**src/rtl/commu_rx_main.sv**
```systemverilog
// commu_rx_main: receive frame sequencer that hunts the head, captures LEN and payload,
// verifies checksum and tail, then streams the payload out over valid/ready.
module commu_rx_main #(
    parameter int         MAX_LEN = 64,
    parameter int         TIMEOUT = 100000,
    parameter logic [7:0] HEAD0   = 8'hEB,
    parameter logic [7:0] HEAD1   = 8'h90,
    parameter logic [7:0] TAIL    = 8'h0D
) (
    input  logic        clk_sys,
    input  logic        rst,
    input  logic        rx_vld,
    input  logic [7:0]  rx_data,
    input  logic [7:0]  cfg_recvEn,
    output logic        out_vld,
    output logic [7:0]  out_data,
    output logic        out_last,
    input  logic        out_rdy,
    output logic        frm_ok,
    output logic        frm_err,
    output logic [2:0]  err_code,
    output logic        rx_busy,
    output logic [15:0] cnt_ok,
    output logic [15:0] cnt_err
);
    localparam int PW = MAX_LEN > 1 ? $clog2(MAX_LEN) : 1;
    localparam int GW = $clog2(TIMEOUT + 1);

    typedef enum logic [2:0] {S_IDLE, S_HEAD2, S_LEN, S_DATA, S_SUM, S_TAIL, S_OUT} state_t;

    state_t        state_q;
    logic [7:0]    sum_q;
    logic [PW-1:0] last_q;
    logic [PW-1:0] wr_ptr_q;
    logic [PW-1:0] rd_ptr_q;
    logic [GW-1:0] gap_q;
    logic [7:0]    mem_q [MAX_LEN];
    logic          out_vld_q;
    logic [7:0]    out_data_q;
    logic          out_last_q;
    logic          frm_ok_q;
    logic          frm_err_q;
    logic [2:0]    err_code_q;
    logic [15:0]   cnt_ok_q;
    logic [15:0]   cnt_err_q;
    logic          active;
    logic          len_bad;
    logic          unused_cfg;

    assign active     = state_q != S_IDLE && state_q != S_OUT;
    assign len_bad    = rx_data == 8'd0 || 32'(rx_data) > MAX_LEN;
    assign unused_cfg = ^cfg_recvEn[7:1];

    always_ff @(posedge clk_sys)
        if (!rst && state_q == S_DATA && rx_vld && cfg_recvEn[0])
            mem_q[wr_ptr_q] <= rx_data;

    always_ff @(posedge clk_sys) begin
        if (rst) begin
            state_q    <= S_IDLE;
            sum_q      <= '0;
            last_q     <= '0;
            wr_ptr_q   <= '0;
            rd_ptr_q   <= '0;
            gap_q      <= '0;
            out_vld_q  <= 1'b0;
            out_data_q <= '0;
            out_last_q <= 1'b0;
            frm_ok_q   <= 1'b0;
            frm_err_q  <= 1'b0;
            err_code_q <= '0;
            cnt_ok_q   <= '0;
            cnt_err_q  <= '0;
        end else begin
            frm_ok_q  <= 1'b0;
            frm_err_q <= 1'b0;
            if (frm_ok_q && ~&cnt_ok_q)
                cnt_ok_q <= cnt_ok_q + 16'd1;
            if (frm_err_q && ~&cnt_err_q)
                cnt_err_q <= cnt_err_q + 16'd1;
            gap_q <= (active && !rx_vld) ? gap_q + GW'(1) : '0;
            // Dropping the enable beats a pending timeout so a disabled receiver never reports errors
            if (active && !cfg_recvEn[0]) begin
                state_q <= S_IDLE;
            end else if (active && !rx_vld && gap_q == GW'(TIMEOUT - 1)) begin
                state_q    <= S_IDLE;
                frm_err_q  <= 1'b1;
                err_code_q <= 3'd4;
            end else begin
                case (state_q)
                    S_IDLE:
                        if (rx_vld && cfg_recvEn[0] && rx_data == HEAD0)
                            state_q <= S_HEAD2;
                    S_HEAD2:
                        if (rx_vld)
                            state_q <= rx_data == HEAD1 ? S_LEN : rx_data == HEAD0 ? S_HEAD2 : S_IDLE;
                    S_LEN:
                        if (rx_vld) begin
                            sum_q    <= rx_data;
                            last_q   <= PW'(rx_data - 8'd1);
                            wr_ptr_q <= '0;
                            state_q  <= len_bad ? S_IDLE : S_DATA;
                            if (len_bad) begin
                                frm_err_q  <= 1'b1;
                                err_code_q <= 3'd1;
                            end
                        end
                    S_DATA:
                        if (rx_vld) begin
                            sum_q    <= sum_q + rx_data;
                            wr_ptr_q <= wr_ptr_q + PW'(1);
                            if (wr_ptr_q == last_q)
                                state_q <= S_SUM;
                        end
                    S_SUM:
                        if (rx_vld) begin
                            state_q <= rx_data == sum_q ? S_TAIL : S_IDLE;
                            if (rx_data != sum_q) begin
                                frm_err_q  <= 1'b1;
                                err_code_q <= 3'd2;
                            end
                        end
                    S_TAIL:
                        if (rx_vld) begin
                            if (rx_data != TAIL) begin
                                state_q    <= S_IDLE;
                                frm_err_q  <= 1'b1;
                                err_code_q <= 3'd3;
                            end else begin
                                state_q    <= S_OUT;
                                rd_ptr_q   <= '0;
                                out_vld_q  <= 1'b1;
                                out_data_q <= mem_q[PW'(0)];
                                out_last_q <= last_q == '0;
                                frm_ok_q   <= 1'b1;
                            end
                        end
                    S_OUT: begin
                        if (rx_vld) begin
                            frm_err_q  <= 1'b1;
                            err_code_q <= 3'd5;
                        end
                        if (out_rdy && out_last_q) begin
                            state_q    <= S_IDLE;
                            out_vld_q  <= 1'b0;
                            out_last_q <= 1'b0;
                        end else if (out_rdy) begin
                            rd_ptr_q   <= rd_ptr_q + PW'(1);
                            out_data_q <= mem_q[rd_ptr_q + PW'(1)];
                            out_last_q <= rd_ptr_q + PW'(1) == last_q;
                        end
                    end
                    default: state_q <= S_IDLE;
                endcase
            end
        end
    end

    assign out_vld  = out_vld_q;
    assign out_data = out_data_q;
    assign out_last = out_last_q;
    assign frm_ok   = frm_ok_q;
    assign frm_err  = frm_err_q;
    assign err_code = err_code_q;
    assign rx_busy  = state_q != S_IDLE;
    assign cnt_ok   = cnt_ok_q;
    assign cnt_err  = cnt_err_q;
endmodule

```
**config.mk**
```make
export PLATFORM = sky130hd
export DESIGN_NAME = commu_rx_main
export DESIGN_NICKNAME = d
export VERILOG_FILES = /design/src/rtl/commu_rx_main.sv
export SDC_FILE = /design/constraint.sdc
export NUM_CORES = 1
export LEC_CHECK = 0
export CAP_MARGIN = 20
export CORE_ASPECT_RATIO = 0.8
export CORE_MARGIN = 1.5
export CORE_UTILIZATION = 65
export DETAILED_ROUTE_END_ITERATION = 8
export HOLD_SLACK_MARGIN = 0.02
export PLACE_DENSITY_LB_ADDON = 0.2
export REMOVE_ABC_BUFFERS = 1
export SLEW_MARGIN = 5
export SYNTH_ARGS = -nofsm -noshare
export SYNTH_HDL_FRONTEND = slang
export SYNTH_SLANG_ARGS = --single-unit
```
**constraint.sdc**
```tcl
create_clock -name clk_sys -period 6.85 [get_ports clk_sys]
set_input_delay 1.0275 -clock clk_sys [delete_from_list [all_inputs] [get_ports clk_sys]]
set_output_delay 1.0275 -clock clk_sys [all_outputs]
set_load 0.01 [all_outputs]
```
==> flow_metrics.env <==
export IMPL_outcome="completed"
export IMPL_holdCritPathClass="reg -> reg"
export IMPL_post_route_util_pct=73.63
export IMPL_synth_fa_ha_area_share_pct=0.8374
export IMPL_yosysSeqAreaShare_pct=69.49
export IMPL_die_w_um=221.4
export IMPL_finalCritPeriodShare_pct=58.57
export IMPL_yosys_area_share_simple_pct=9.736
export IMPL_p_leak_nw=8.499
export IMPL_synth_compound_area_share_pct=3.582
export IMPL_syn_cell_area_um2=24800
export IMPL_critPathCaptureType="flip-flop"
export IMPL_synth_top_area_share_pct=61.99
export IMPL_nets=1668
export IMPL_antenna_found_initial=1
export IMPL_synthDistinctLibCells=62
export IMPL_clk_pin_slew_ps=70
export IMPL_drive_gt1_share_pct=15.04
export IMPL_wl_per_cell_um=25.98
export IMPL_grt_total_usage_pct=29.19
export IMPL_synth_area_leaders="edfxtp_1 (62%), mux4_2 (12%), dfxtp_1 (7.5%), nor2_1 (2.7%), nand2_1 (2.0%)"
export IMPL_synth_xor_area_share_pct=2.331
export IMPL_critPathMaxStageDelay_ps=880
export IMPL_maxCapViolCount=0
export IMPL_overflow=0
export IMPL_firstDrtPassIters=7
export IMPL_skew_ps=20.95
export IMPL_io_buffers=60
export IMPL_fp_dieH_um=177.7
export IMPL_wirelength_um=56180
export IMPL_max_vdd_ir_drop_mv=0.2358
export IMPL_placementRows=63
export IMPL_fin_hold_ws_ps=468.9
export IMPL_core_area_um2=37360
export IMPL_synth_warnings=0
export IMPL_syn_area_per_cell_um2=15.76
export IMPL_cts_buffer_depth=3
export IMPL_grt_pass1_vias=14080
export IMPL_min_period_ps=4012
export IMPL_fillerInstances=2241
export IMPL_detail_route_vias_per_cell=6.551
export IMPL_n_antenna_cell=0
export IMPL_grt_pass1_wl_um=84190
export IMPL_synth_edf_count=512
export IMPL_ios=68
export IMPL_clkSinkCount=605
export IMPL_yosys_register_bits=605
export IMPL_initial_core_util_pct=66.39
export IMPL_cts_tree="built"
export IMPL_synth_top_family_by_area="multiplexers"
export IMPL_ant_nets=0
export IMPL_post_cts_buffers=0
export IMPL_cp_max_fo=17
export IMPL_fmax_ghz=0.2492
export IMPL_yosys_area_top_type="edfxtp_1"
export IMPL_path_class="reg -> reg"
export IMPL_drc=0
export IMPL_crit_arrival_ps=4230
export IMPL_critPathLaunchType="flip-flop"
export IMPL_synthArstFlopShare_pct=0
export IMPL_place_congestion=0.9388
export IMPL_rsz0062_at_grt="no"
export IMPL_power_density_nw_per_um2=254.4
export IMPL_setup_viol=0
export IMPL_hold_buffers=0
export IMPL_relSlewSlack_pct=29.57
export IMPL_die_area_um2=39350
export IMPL_worstMarginPinSlew_ps=1050
export IMPL_syn_instance_count=1574
export IMPL_clock_latency_ps=600
export IMPL_root_buffer="clkbuf_16"
export IMPL_dp_hpwl_um=34750
export IMPL_maxSlewViolCount=0
export IMPL_area_delta_synth_final_pct=10.92
export IMPL_htreeDepth=2
export IMPL_cts_made_buffers=55
export IMPL_muxShareOfSynthArea_pct=12.32
export IMPL_grt_max_degree=71
export IMPL_required_ps=7060
export IMPL_finalSetupTns_ps=0
export IMPL_cpMaxStageDelayCell="nor2_1"
export IMPL_hold_violations=0
export IMPL_synth_main_ff_cell="edfxtp_1"
export IMPL_crit_chain="nor2b_1 > nand2_1 > nor3_1 > nand3_1 > nor2_1"
export IMPL_vias=14160
export IMPL_ctsResizeCount=0
export IMPL_dr_first_iter_drc_count=1697
-- layer usage --
layer / track usage [%] / share of wire [%] / up-vias
li1: - / - / 6196
met1: 41.31 / 40 / 7136
met2: 45.18 / 46 / 712
met3: 8.096 / 11 / 119
met4: 8.534 / 2.7 / 0
met5: 0 / 0 / -
-- cell usage in the layout (no fill, tap or decap), types with 21 or more instances in the layout --
| cell type | synthesis | layout |
|---|---|---|
| edfxtp_1 | 512 | 512 |
| nor2_1 | 179 | 179 |
| nand2_1 | 133 | 133 |
| mux4_2 | 128 | 128 |
| dfxtp_1 | 93 | 92 |
| clkbuf_16 | 0 | 56 |
| clkdlybuf4s50_1 | 0 | 51 |
| nand3_1 | 48 | 48 |
| xor2_1 | 42 | 41 |
| a21oi_1 | 35 | 35 |
| nor2b_1 | 27 | 27 |
| xnor2_1 | 24 | 22 |
| nor3_1 | 21 | 21 |
-- area by class of cell --
cell class              count  area (um2)  area share [%]
multi-input cells         871        7196           26.16
repair buffers             81       713.2           2.592
clock inverters            26       166.4          0.6049
clock buffers              74        1519           5.521
inverters                  18       67.56          0.2456
flip-flops and latches    605       17240           62.67
well taps                 487       609.3           2.215
-- sequential cells by signal, summed over array words and instances, names as in the netlist --
name / count
cnt_err: 16
cnt_ok: 16
err_code: 3
frm_err: 1
frm_ok: 1
gap_q: 17
last_q: 6
mem_q: 512
out_data: 8
out_last: 1
out_vld: 1
rd_ptr_q: 6
state_q: 3
sum_q: 8
wr_ptr_q: 6
-- cell families (layout without fill, tap and decap cells) --
family / after synthesis / in the layout
AO/OA/AOI/OAI: 134 / 134
XOR/XNOR: 66 / 66
adder cells (fa/ha/maj): 16 / 16
buffers and inverters: 98 / 199
flip-flops: 605 / 605
multiplexers: 145 / 145
AND/OR/NAND/NOR: 510 / 510
-- critical path: cells and delay by family, from the launching register on --
family	cells	cell delay [ps]
and+or+nand+nor	5	3090
DFF	1	530
-- cells in the mapped netlist (21+ instances only) --
cell type	n
nand3_1	48
nor3_1	21
edfxtp_1	512
nand2_1	133
xnor2_1	24
nor2_1	179
dfxtp_1	93
xor2_1	42
clkbuf_1	43
a21oi_1	35
nor2b_1	27
mux4_2	128
-- final timing paths --
path              cells past startpoint           end       start  slack (ps)
hold reg to reg                       1      gap_q[0]    gap_q[0]         470
setup reg to reg                      5  mem_q[46][7]  state_q[1]        2840
setup / recovery                      5  mem_q[46][7]  state_q[1]        2840
hold / removal                        1      gap_q[0]    gap_q[0]         470
-- power by group --
part / switching (mW) / leakage (nW) / internal (mW)
logic: 0.0925 / 2.33 / 0.0249
registers: 0.00553 / 5.35 / 3.99
clock network: 1.30 / 0.824 / 1.59
total: 1.39 / 8.50 / 5.60
-- stage by stage --
stage | instance area (um2) | power (mW) | setup WS [ps] | cells
after floorplan | 24450 | 4.104 | -3186 | 1494
after global routing | 27510 | 7.169 | 2617 | 2162
after detailed placement | 25820 | 4.188 | 2701 | 2061
after global placement | 25820 | 4.182 | 2795 | 2061
final | 27510 | 6.998 | 2838 | 2162
after CTS | 27500 | 7.023 | 2919 | 2161
(Power assumes the default switching activity.)
